File: config.mk
export PLATFORM = sky130hd
export DESIGN_NAME = sram_mem_responder_flat
export DESIGN_NICKNAME = d
export VERILOG_FILES = /design/src/rtl/sram_mem_responder_if.sv /design/src/rtl/sram_mem_responder.sv /design/src/flat_wrapper.sv
export SDC_FILE = /design/constraint.sdc
export NUM_CORES = 1
export LEC_CHECK = 0
export ABC_CLOCK_PERIOD_IN_PS = 3630
export BUFFER_PORTS_ARGS = -buffer_cell sky130_fd_sc_hd__buf_2
export CORE_MARGIN = 3
export CORE_UTILIZATION = 50
export DETAILED_ROUTE_END_ITERATION = 10
export PLACE_DENSITY = 0.83
export SYNTH_ARGS = -nofsm -noshare
export SYNTH_HDL_FRONTEND = slang
export SYNTH_SLANG_ARGS = --single-unit
File: constraint.sdc
create_clock -name clk -period 3.63 [get_ports clk]
set_input_delay 0.1815 -clock clk [delete_from_list [all_inputs] [get_ports clk]]
set_output_delay 0.1815 -clock clk [all_outputs]
set_load 0.02 [all_outputs]
File: src/rtl/sram_mem_responder_if.sv
// Core <-> responder <-> SRAM bus bundle.
// master: core/SRAM side; slave: the responder.
interface sram_mem_responder_if #(
  parameter int DATA_LEN      = 32,
  parameter int ADDRESS_LEN   = 32,
  parameter int SRAM_ADDR_LEN = 18,
  parameter int SRAM_DATA_LEN = 16
);
  logic                     rd_en;
  logic                     wr_en;
  logic [ADDRESS_LEN-1:0]   address;
  logic [DATA_LEN-1:0]      write_data;
  logic [DATA_LEN-1:0]      read_data;
  logic                     ready;
  logic [SRAM_ADDR_LEN-1:0] sram_addr;
  logic [SRAM_DATA_LEN-1:0] sram_dq_out;
  logic                     sram_dq_oe;
  logic [SRAM_DATA_LEN-1:0] sram_dq_in;
  logic                     sram_we_n;

  modport master (
    output rd_en, wr_en, address, write_data, sram_dq_in,
    input  read_data, ready, sram_addr, sram_dq_out,
    input  sram_dq_oe, sram_we_n
  );

  modport slave (
    input  rd_en, wr_en, address, write_data, sram_dq_in,
    output read_data, ready, sram_addr, sram_dq_out,
    output sram_dq_oe, sram_we_n
  );
endinterface

File: src/rtl/sram_mem_responder.sv
// MEM-stage responder: one 32-bit word as two 16-bit SRAM accesses.
// Ports: clk, rst (async high), bus (slave: core request/ready + SRAM pins).
module sram_mem_responder #(
  parameter int DATA_LEN      = 32,
  parameter int ADDRESS_LEN   = 32,
  parameter int SRAM_ADDR_LEN = 18,
  parameter int SRAM_DATA_LEN = 16,
  parameter int BASE_ADDR     = 1024,
  parameter int WAIT_CYCLES   = 2
) (
  input logic                 clk,
  input logic                 rst,
  sram_mem_responder_if.slave bus
);

  localparam int CW = (WAIT_CYCLES > 1) ? $clog2(WAIT_CYCLES) : 1;
  localparam logic [CW-1:0] LAST = CW'(WAIT_CYCLES - 1);
  localparam int SD = SRAM_DATA_LEN;

  typedef enum logic [1:0] {IDLE, LOW, HIGH, DONE} state_t;

  state_t                   state;
  state_t                   state_nxt;
  logic [CW-1:0]            cnt;
  logic                     op_wr;
  logic [ADDRESS_LEN-1:0]   addr_l;
  logic [DATA_LEN-1:0]      data_l;
  logic [DATA_LEN-1:0]      rdata;
  logic [SRAM_ADDR_LEN-1:0] addr_hold;

  logic                     req;
  logic                     last;
  logic [ADDRESS_LEN-1:0]   off;
  logic [SRAM_ADDR_LEN-1:0] addr_cur;

  logic                     rdy;
  logic                     we_n;
  logic                     oe;
  logic [SD-1:0]            dq_out;
  logic [SRAM_ADDR_LEN-1:0] s_addr;

  assign req  = bus.rd_en | bus.wr_en;
  assign last = (cnt == LAST);
  assign off  = (addr_l - ADDRESS_LEN'(BASE_ADDR)) >> 2;
  // halfword index: word offset with the half select as LSB
  assign addr_cur = SRAM_ADDR_LEN'({off, state == HIGH});

  always_ff @(posedge clk or posedge rst) begin
    if (rst) state <= IDLE;
    else     state <= state_nxt;
  end

  always_comb begin
    state_nxt = state;
    unique case (state)
      IDLE:    if (req)  state_nxt = LOW;
      LOW:     if (last) state_nxt = HIGH;
      HIGH:    if (last) state_nxt = DONE;
      DONE:    state_nxt = IDLE;
      default: state_nxt = IDLE;
    endcase
  end

  always_comb begin
    rdy    = 1'b0;
    we_n   = 1'b1;
    oe     = 1'b0;
    dq_out = '0;
    s_addr = addr_hold;
    unique case (state)
      IDLE: rdy = ~req;
      LOW, HIGH: begin
        s_addr = addr_cur;
        if (op_wr) begin
          we_n   = 1'b0;
          oe     = 1'b1;
          dq_out = (state == HIGH) ? data_l[DATA_LEN-1:SD]
                                   : data_l[SD-1:0];
        end
      end
      DONE: rdy = 1'b1;
      default: rdy = 1'b0;
    endcase
  end

  always_ff @(posedge clk or posedge rst) begin
    if (rst) begin
      cnt       <= '0;
      op_wr     <= 1'b0;
      addr_l    <= '0;
      data_l    <= '0;
      rdata     <= '0;
      addr_hold <= '0;
    end else begin
      unique case (state)
        IDLE: begin
          if (req) begin
            op_wr  <= bus.wr_en;
            addr_l <= bus.address;
            data_l <= bus.write_data;
            cnt    <= '0;
          end
        end
        LOW, HIGH: begin
          addr_hold <= addr_cur;
          cnt <= last ? '0 : cnt + CW'(1);
          if (last && !op_wr) begin
            if (state == LOW) rdata[SD-1:0] <= bus.sram_dq_in;
            else rdata[DATA_LEN-1:SD] <= bus.sram_dq_in;
          end
        end
        default: ;
      endcase
    end
  end

  assign bus.ready       = rdy;
  assign bus.read_data   = rdata;
  assign bus.sram_addr   = s_addr;
  assign bus.sram_dq_out = dq_out;
  assign bus.sram_dq_oe  = oe;
  assign bus.sram_we_n   = we_n;

endmodule

File: src/flat_wrapper.sv
// flat-port wrapper written by rule: the top's interface ports become plain ports
module sram_mem_responder_flat 
#(
  parameter int DATA_LEN      = 32,
  parameter int ADDRESS_LEN   = 32,
  parameter int SRAM_ADDR_LEN = 18,
  parameter int SRAM_DATA_LEN = 16,
  parameter int BASE_ADDR     = 1024,
  parameter int WAIT_CYCLES   = 2
)
  (clk, rst, bus_rd_en, bus_wr_en, bus_address, bus_write_data, bus_sram_dq_in, bus_read_data, bus_ready, bus_sram_addr, bus_sram_dq_out, bus_sram_dq_oe, bus_sram_we_n);
  sram_mem_responder_if #(.DATA_LEN(DATA_LEN), .ADDRESS_LEN(ADDRESS_LEN), .SRAM_ADDR_LEN(SRAM_ADDR_LEN), .SRAM_DATA_LEN(SRAM_DATA_LEN)) bus_i ();
  input logic clk;
  input logic rst;
  input wire logic [$bits(bus_i.rd_en)-1:0] bus_rd_en;
  input wire logic [$bits(bus_i.wr_en)-1:0] bus_wr_en;
  input wire logic [$bits(bus_i.address)-1:0] bus_address;
  input wire logic [$bits(bus_i.write_data)-1:0] bus_write_data;
  input wire logic [$bits(bus_i.sram_dq_in)-1:0] bus_sram_dq_in;
  output wire logic [$bits(bus_i.read_data)-1:0] bus_read_data;
  output wire logic [$bits(bus_i.ready)-1:0] bus_ready;
  output wire logic [$bits(bus_i.sram_addr)-1:0] bus_sram_addr;
  output wire logic [$bits(bus_i.sram_dq_out)-1:0] bus_sram_dq_out;
  output wire logic [$bits(bus_i.sram_dq_oe)-1:0] bus_sram_dq_oe;
  output wire logic [$bits(bus_i.sram_we_n)-1:0] bus_sram_we_n;
  assign bus_i.rd_en = bus_rd_en;
  assign bus_i.wr_en = bus_wr_en;
  assign bus_i.address = bus_address;
  assign bus_i.write_data = bus_write_data;
  assign bus_i.sram_dq_in = bus_sram_dq_in;
  assign bus_read_data = bus_i.read_data;
  assign bus_ready = bus_i.ready;
  assign bus_sram_addr = bus_i.sram_addr;
  assign bus_sram_dq_out = bus_i.sram_dq_out;
  assign bus_sram_dq_oe = bus_i.sram_dq_oe;
  assign bus_sram_we_n = bus_i.sram_we_n;
  sram_mem_responder #(.DATA_LEN(DATA_LEN), .ADDRESS_LEN(ADDRESS_LEN), .SRAM_ADDR_LEN(SRAM_ADDR_LEN), .SRAM_DATA_LEN(SRAM_DATA_LEN), .BASE_ADDR(BASE_ADDR), .WAIT_CYCLES(WAIT_CYCLES)) u_core (.clk(clk), .rst(rst), .bus(bus_i));
endmodule
==> flow_summary.yaml, run 1 <==
power_and_ir_drop:
  power.leakage_nw: 2.54
  p_per_area_nw_per_um2: 1080
  combPwrFrac_pct: 52.0
  ir_drop_mv: 0.472
  p_clk_share_pct: 11.7
  power_frac_seq_pct: 36.3
  cell_internal_pwr_mw: 3.29
  switching_share_pct: 42.3
  p_sw_mw: 2.41
timing:
  worst_pin_slew_ns: 1.09
  period_minus_slack_ns: 2.67
  skew_ns: 0.0137
  slew_viol_final: 0
  slew_headroom_pct: 27.2
  fin_worst_hold_slack_ns: 0.0436
  finalSetupViolCount: 0
  hold_viol: 0
  fmax_mhz: 375
  timing.final.crit_share_pct: 73.5
  setup_ws_ns: 0.963
  fin_tns_setup_ns: 0
  rsz0062_at_grt: "false"
placed_design:
  dp.cells: 537
  pre_cts_ws_ns: 1.36
  place_hpwl_mm: 6.32
  place_congestion: 0.744
  io_buffers: 137
status:
  outcome: "complete, no violations"
synth:
  synth_simple_gate_area_share_pct: 4.92
  synth_area_um2: 4290
  synthesis.instances: 304
  synthAdderAreaFrac_pct: 2.04
  synth_compound_area_share_pct: 2.33
  ys_seq_elements: 103
  synth_nets: 395
  synth-xor-area-share_pct: 0.408
  synth_mux_area_share_pct: 28.3
  synth.distinct_cells: 29
  ys_seq_area_share_pct: 60.0
  syn-mean-instance-area_um2: 14.1
  yosysWarnings: 0
  synth_top_family_by_area: "multiplexers"
die:
  row_count: 33
  io_pins: 153
  die_x_um: 98.7
  start_util_pct: 52.0
  die_h_um: 98.7
  core-area_um2: 8260
  die-area_um2: 9740
route:
  ant_nets: 0
  vias_per_cell: 5.20
  wire_per_inst_um: 15.9
  drt_iter0_drc: 64
  vias: 2876
  drc_errors: 0
  wirelength_mm: 8.82
  dr.pass1.iters: 4
finish:
  antenna_cells: 0
  fillers: 666
  seqCellArea_um2: 2580
  synthToLayoutAreaGrowth_pct: 23.1
  fin_util_pct: 64.0
  finalNonFillerCells: 553
  multi_input_area_um2: 1640
  finalNetCount: 534
  drive_gt1_share_pct: 56.9
clock_network:
  cts_buffer_depth: 2
  cts_resized: 0
  clk_latency_ns: 0.36
  post_cts_buffers: 0
  cts_num_sinks: 103
  ctsHoldBuffers: 0
  cts_buffers: 9
  path_clk_slew_ns: 0.11
  htree_levels: 3
  cts_tree: "built"
  cts_root_buf: "clkbuf_8"
worst_setup_path:
  cp_top_family: "simple AND/OR/NAND/NOR gates"
  r2r-start: "u_core.state[0]"
  cp.buffers_inverters: 3
  worstSetupPathType: "flop to output port"
  worstReg2RegEnd: "u_core.addr_l[10]"
  critPathRequiredTime_ns: 3.45
  cp_slowest_cell: "nand2_1"
  r2r_slack_ns: 1.56
  reg2reg_depth: 5
  crit_path_max_fanout: 29
  slowest_delay_ns: 0.52
  end_kind: "output port"
  arrival_ns: 2.49
  path_cells: "inv_1 -> ha_1 -> buf_4 -> nand2_1 -> nor2_1 -> buf_2"
  start_kind: "flop"
global_routing:
  first_global_vias: 3062
  grt_usage_pct: 18.7
  grt_pass1_wl_mm: 14.7
  grt_start_max_net_pins: 92
  antenna_found_initial: 0
  grt_overflow_total: 0
worst_hold_path:
  min_from: "bus_address[6]"
  holdPathStages: 2
  min_to: "u_core.addr_l[6]"
  worstHoldPathType: "input port to flop"
run:
  drv_cap: 0
synth_stat cells (all sizes together):
library cell,count,area share [%]
ha,7,2.0
mux2i,18,4.2
dfrtp,103,60
xnor2,2,0.41
nand2b,2,0.29
a21oi,3,0.35
a31oi,5,0.73
buf,1,0.12
or3b,1,0.20
o41ai,1,0.20
inv,9,0.79
a211oi,1,0.17
nand2,8,0.70
nor2,24,2.1
or3,2,0.32
a22oi,1,0.17
o21ai,3,0.35
o31ai,2,0.35
nor2b,1,0.15
nor3,1,0.12
clkbuf,12,1.0
or4,3,0.64
mux2,92,24
nor3b,1,0.17
or4b,1,0.23
layout by cell type (no fill, tap or decap), types with 3 or more instances in the layout:
cell type,Yosys,final
a21oi_1,3,3
a31oi_1,5,5
buf_2,1,137
buf_4,0,4
clkbuf_8,0,9
clkinv_4,0,3
dfrtp_1,103,103
ha_1,7,7
inv_1,9,8
mux2_2,92,92
mux2i_1,18,18
nand2_1,8,8
nor2_1,24,24
flip-flops by register name, summed over array words and instances (netlist names):
register	count
u_core.addr_hold	18
u_core.addr_l	17
u_core.bus.read_data	32
u_core.cnt	1
u_core.data_l	32
u_core.op_wr	1
u_core.state	2
per-stage QoR:
step           total power [mW]  cell area (µm²)
2_1_floorplan              4.16             4290
3_3_place_gp               4.95             5100
6_report                   5.70             5290
5_1_grt                    6.10             5290
3_5_place_dp               5.09             5100
4_1_cts                    5.76             5290
worst register-to-register path, delay by kind of cell (launching register included):
family                   cells  cell delay (ns)
buffers and inverters        2             0.61
flip-flops                   1             0.40
multiplexers                 1             0.40
adder cells (fa/ha/maj)      1             0.27
AO/OA/AOI/OAI                1             0.27
logic make-up after synthesis:
group	after synthesis
xor gates and xnor gates	2
AOI/OAI and AO/OA	16
DFF	103
muxes	110
and+or+nand+nor	44
buffers and inverters	22
adders and majority gates	7
layer usage:
layer,track usage (%),vias up,wire (µm)
met5,0,-,0
met4,5.67,0,93
met1,23.0,1415,3640
met2,31.3,116,4320
li1,-,1335,-
met3,6.44,10,762
worst max path at each step:
stage / start / endpoint / slack (ns) / cells past startpoint
final: u_core.state[0] / bus_sram_dq_out[4] / 0.96 / 6
after global routing: u_core.state[0] / bus_sram_dq_out[3] / 0.74 / 6
after CTS: u_core.state[0] / bus_sram_dq_out[4] / 0.92 / 6
after detailed placement: u_core.state[1] / bus_sram_dq_out[4] / 1.36 / 6
after global placement: u_core.state[1] / bus_sram_dq_out[11] / 1.42 / 6
after floorplan: rst / u_core.addr_hold[0] / 0.74 / 1
power by group through the flow:
stage	logic (mW)	clock network, mW	registers (mW)
2_1_floorplan	1.91	0	2.24
3_3_place_gp	2.91	0	2.04
3_5_place_dp	3.00	0	2.09
4_1_cts	3.01	0.686	2.07
5_1_grt	3.21	0.742	2.15
6_report	2.96	0.668	2.07
final cells by class:
class	count	area share [%]
Sequential cell	103	48.8
Multi-Input combinational cell	179	31.1
Inverter	9	0.686
Timing Repair Buffer	141	13.5
Clock buffer	10	2.41
Tap cell	105	2.49
Clock inverter	6	1.02
No activity file was read; power rests on OpenSTA's default activity.
==> run 2, diff against run 1 <==
ABC_AREA = 1   (was unset)
ABC_CLOCK_PERIOD_IN_PS = 2500   (was 3630)
clock period = 2.5 ns   (was 3.63 ns; I/O delays follow)
==> flow_summary.yaml, run 2 <==
status:
  outcome: "complete, no violations"
route:
  wirelength_mm: 9.79
  drt_iter0_drc: 194
  drc_errors: 0
  ant_nets: 0
  vias_per_cell: 4.89
  dr.pass1.iters: 4
  wire_per_inst_um: 12.7
  vias: 3760
placed_design:
  io_buffers: 137
  place_congestion: 0.889
  place_hpwl_mm: 6.95
  dp.cells: 742
power_and_ir_drop:
  p_per_area_nw_per_um2: 1480
  total_power_mw: 8.13
  power.leakage_nw: 3.08
  ir_drop_mv: 0.727
worst_setup_path:
  worstSetupPathType: "flop to output port"
  cp_slowest_cell: "inv_1"
  crit_top_cell: "inv_1"
  end_kind: "output port"
  path_cells: "inv_1 -> ha_1 -> inv_1 -> nand2_1 -> o21ai_0 -> buf_2"
  cp_top_family: "buffers and inverters"
  r2r-start: "u_core.state[0]"
  critPathRequiredTime_ns: 2.38
  cp-startpoint: "u_core.state[0]"
  cp.buffers_inverters: 3
  crit_path_max_fanout: 20
  slowest_delay_ns: 0.46
  start_kind: "flop"
  arrival_ns: 2.20
timing:
  hold_viol: 0
  fmax_mhz: 430
  period_minus_slack_ns: 2.33
  skew_ns: 0.00981
  fin_tns_setup_ns: 0
  rsz0062_at_grt: "false"
  slew_viol_final: 0
  slew_headroom_pct: 33.5
  finalSetupViolCount: 0
  worst_pin_slew_ns: 0.993
  timing.final.crit_share_pct: 93.1
  fin_worst_hold_slack_ns: 0.0229
synth:
  synth_nets: 609
  synthesis.instances: 518
  synth_edf_count: 0
  synthTopCellsByCount: "127 x nand2_1, 103 x dfrtp_1, 74 x inv_1, 61 x o21ai_0, 55 x nor2_1"
  yosysWarnings: 0
  synth.most_common_cell: "nand2_1"
  ys_seq_area_share_pct: 58.1
  yosysTopAreaCell: "dfrtp_1"
  async_reset_ff_share_pct: 100
  synth_area_leaders: "dfrtp_1 58%, nand2_1 11%, o21ai_0 6.9%"
  synth.distinct_cells: 22
  ys_seq_elements: 103
  ys.flop_type: "dfrtp_1"
  synth_area_um2: 4440
  synth_top_area_share_pct: 58.1
  syn-mean-instance-area_um2: 8.56
global_routing:
  grt_start_max_net_pins: 63
  grt_usage_pct: 20.5
  first_global_vias: 3639
  grt_pass1_wl_mm: 16.6
  antenna_found_initial: 0
  grt_overflow_total: 0
clock_network:
  htree_levels: 3
  cts_num_sinks: 103
  post_cts_buffers: 0
  cts_root_buf: "clkbuf_8"
  path_clk_slew_ns: 0.09
  cts_resized: 0
  cts_tree: "built"
  clk_latency_ns: 0.35
  cts_buffers: 9
  cts_buffer_depth: 2
finish:
  final_cell_mix: "137 x buf_2, 127 x nand2_1, 103 x dfrtp_1"
  finalNetCount: 750
  fin_util_pct: 65.1
  synthToLayoutAreaGrowth_pct: 23.7
  drive_gt1_share_pct: 25.0
  antenna_cells: 0
  finalNonFillerCells: 769
  layout_commonest_cell: "buf_2"
die:
  die_h_um: 100
  die_x_um: 100
  start_util_pct: 52.7
  row_count: 33
  die-area_um2: 10000
  core-area_um2: 8420
  io_pins: 153
worst_hold_path:
  worstHoldPathType: "input port to flop"
  min_from: "bus_write_data[18]"
run:
  drv_cap: 0
[run 2: cell count changes after synthesis, moves of 18 or more]
cell	before	now
o21ai_1	1	20
mux2_2	92	0
mux2i_1	18	0
nand2_1	8	127
nor2_1	24	55
inv_1	9	74
o21ai_0	2	61
[run 2: through the flow]
stage / cell area, µm² / setup slack, ns
6_report: 5490 / 0.173
5_1_grt: 5490 / 0.000588
4_1_cts: 5480 / 0.154
3_5_place_dp: 5180 / 0.562
3_3_place_gp: 5180 / 0.636
2_1_floorplan: 4440 / 0.761
[run 2: area by class of cell]
class | count | area [µm²]
Tap cell | 105 | 131
Timing Repair Buffer | 155 | 861
Inverter | 75 | 285
Clock inverter | 5 | 56.3
Sequential cell | 103 | 2580
Multi-Input combinational cell | 315 | 1430
Fill cell | 722 | 2940
Clock buffer | 11 | 141
[run 2: cell families (layout without fill, tap and decap cells)]
| kind of cell | count (synthesis) | in the layout | share of synthesized area (%) |
|---|---|---|---|
| simple gates | 210 | 210 | 18.8 |
| flops | 103 | 103 | 58.1 |
| buf+inv | 100 | 246 | 9.76 |
| compound gates | 98 | 98 | 11.3 |
| fa+ha+maj | 7 | 7 | 1.97 |
[run 2: timing repair]
| item | 4_1_cts | 5_1_grt |
|---|---|---|
| hold buffers | 10 | 1 |
| setup endpoints to repair | 0 | 0 |
| hold endpoints to repair | 28 | 1 |
[run 2: routing by layer]
metal | global-route usage (%) | share of wire [%] | routed length, µm
met5 | 0 | 0 | 0
met4 | 3.52 | 0.21 | 21
met3 | 5.77 | 9.2 | 897
met2 | 34.0 | 47 | 4640
met1 | 27.3 | 43 | 4240
[run 2: tightest hold or removal path: cells and delay by family]
family / cells / cell delay (ns)
buffers and inverters: 2 / 0.12
AO/OA/AOI/OAI: 1 / 0.07
[run 2: final timing paths]
check	to	slack [ns]	depth (start not counted)
min in group asynchronous	u_core.bus.read_data[18]	0.34	3
setup / recovery	bus_sram_addr[0]	0.17	6
hold reg to reg	u_core.addr_hold[6]	0.47	2
hold / removal	u_core.data_l[18]	0.02	3
max in group asynchronous	u_core.data_l[20]	1.50	4
setup reg to reg	u_core.addr_hold[0]	0.73	4
[run 2: where the power goes]
| part | total, mW | internal, mW | switching (mW) | leakage, nW |
|---|---|---|---|---|
| registers | 2.94 | 2.50 | 0.440 | 1.24 |
| clock network | 1.04 | 0.492 | 0.544 | 0.0997 |
| logic | 4.15 | 1.33 | 2.82 | 1.74 |
==> run 3, diff against run 2 <==
PLACE_DENSITY = 0.82   (was 0.83)
==> flow_summary.yaml, run 3 (same netlist as run 2, synthesis figures left out) <==
clock_network:
  cts_tree: "built"
  cts_num_sinks: 103
  cts_buffer_depth: 2
  cts_root_buf: "clkbuf_8"
  htree_levels: 3
  path_clk_slew_ns: 0.09
  clk_latency_ns: 0.35
  cts_buffers: 9
global_routing:
  grt_usage_pct: 21.9
  grt_overflow_total: 0
  first_global_vias: 3801
  grt_start_max_net_pins: 104
  antenna_found_initial: 0
  grt_pass1_wl_mm: 17.6
finish:
  antenna_cells: 0
  finalNonFillerCells: 779
  fin_util_pct: 66.3
  synthToLayoutAreaGrowth_pct: 25.8
  drive_gt1_share_pct: 24.8
  finalNetCount: 760
  final_cell_mix: "137 x buf_2, 127 x nand2_1, 103 x dfrtp_1"
  fin_area_um2: 5580
  layout_commonest_cell: "buf_2"
power_and_ir_drop:
  power.leakage_nw: 3.09
  ir_drop_mv: 0.625
  p_per_area_nw_per_um2: 1450
  total_power_mw: 8.10
worst_setup_path:
  start_kind: "flop"
  r2r-start: "u_core.state[0]"
  critPathRequiredTime_ns: 2.38
  cp_slowest_cell: "ha_2"
  slowest_delay_ns: 0.49
  r2r_slack_ns: 0.74
  cp-startpoint: "u_core.state[1]"
  end_kind: "output port"
  reg2reg_depth: 4
  worstReg2RegEnd: "u_core.bus.read_data[24]"
  crit_path_max_fanout: 18
  worstSetupPathType: "flop to output port"
  path_cells: "inv_1 -> ha_2 -> nand2_2 -> nor3_1 -> buf_2"
  arrival_ns: 2.20
placed_design:
  dpl-instance-area_um2: 5170
  io_buffers: 137
  place_congestion: 0.805
  place_hpwl_mm: 6.95
  dp.cells: 739
die:
  die_h_um: 100
  core-area_um2: 8420
  io_pins: 153
  start_util_pct: 52.7
  die-area_um2: 10000
  row_count: 33
  die_x_um: 100
timing:
  slew_headroom_pct: 57.3
  timing.final.crit_share_pct: 92.8
  rsz0062_at_grt: "false"
  hold_viol: 0
  finalSetupViolCount: 0
  fmax_mhz: 431
  worst_pin_slew_ns: 0.640
  fin_tns_setup_ns: 0
  skew_ns: 0.0106
  slew_viol_final: 0
  period_minus_slack_ns: 2.32
worst_hold_path:
  worstHoldPathType: "input port to flop"
  min_from: "bus_address[6]"
  holdPathStages: 3
  min_to: "u_core.addr_l[6]"
run:
  drv_cap: 0
route:
  dr.pass1.iters: 5
  drc_errors: 0
  drt_iter0_drc: 99
  vias_per_cell: 4.89
  vias: 3813
  wirelength_mm: 10.5
  ant_nets: 0
  wire_per_inst_um: 13.4
status:
  outcome: "complete, no violations"
run 3: cell types whose count changed in the layout (fill, tap and decap cells not counted), sizes merged:
cell         previous run  this run
clkinvlp                2         7
bufinv                  1         0
dlygate4sd3            11        23
buf                   144       141
clkbuf                 11         9
inv                    75        74
run 3: how the worst max path moves through the flow:
stage	cells past startpoint	to	slack, ns
final	5	bus_sram_dq_out[12]	0.18
after detailed placement	5	bus_sram_addr[0]	0.43
after global placement	5	bus_sram_addr[0]	0.48
after CTS	5	bus_sram_addr[0]	0.02
after floorplan	5	bus_sram_dq_out[10]	0.76
after global routing	5	bus_sram_addr[0]	0.03
run 3: stage by stage:
stage,hold WS [ns],setup slack [ns]
6_report,0.0224,0.180
4_1_cts,0.000968,0.0222
5_1_grt,0.00392,0.0251
3_5_place_dp,0.336,0.429
3_3_place_gp,0.324,0.480
2_1_floorplan,0.256,0.761
run 3: area by class of cell:
cell class	instances	area, µm²
well taps	105	131
inverters	75	289
multi-input cells	315	1440
clock inverters	7	48.8
repair inverters	1	5.00
repair buffers	164	971
flip-flops and latches	103	2580
fillers	713	2840
clock buffers	9	124
run 3: per-layer routing:
metal	vias up	routed length (µm)	GRT usage, %
met3	18	688	4.86
met4	0	197	8.81
li1	1894	-	-
met2	132	5130	36.7
met1	1769	4450	27.5
met5	-	0	0
run 3: worst max-delay path, delay by kind of cell, from the launching register on:
kind / cells / cell delay (ns)
fa+ha+maj: 1 / 0.49
buf+inv: 2 / 0.31
flops: 1 / 0.42
simple gates: 2 / 0.62
run 3: timing repair:
item | CTS | global route
setup buffers | 0 | 0
hold buffers | 23 | 0
setup endpoints to repair | 0 | 11
gates resized for setup | 0 | 2
endpoints found under the hold margin | 125 | 0
run 3: power breakdown:
group / leakage [nW] / internal, mW / switching (mW) / total (mW)
clock network: 0.0776 / 0.362 / 0.573 / 0.935
logic: 1.77 / 1.36 / 2.87 / 4.23
registers: 1.24 / 2.50 / 0.430 / 2.93
total: 3.09 / 4.23 / 3.87 / 8.10
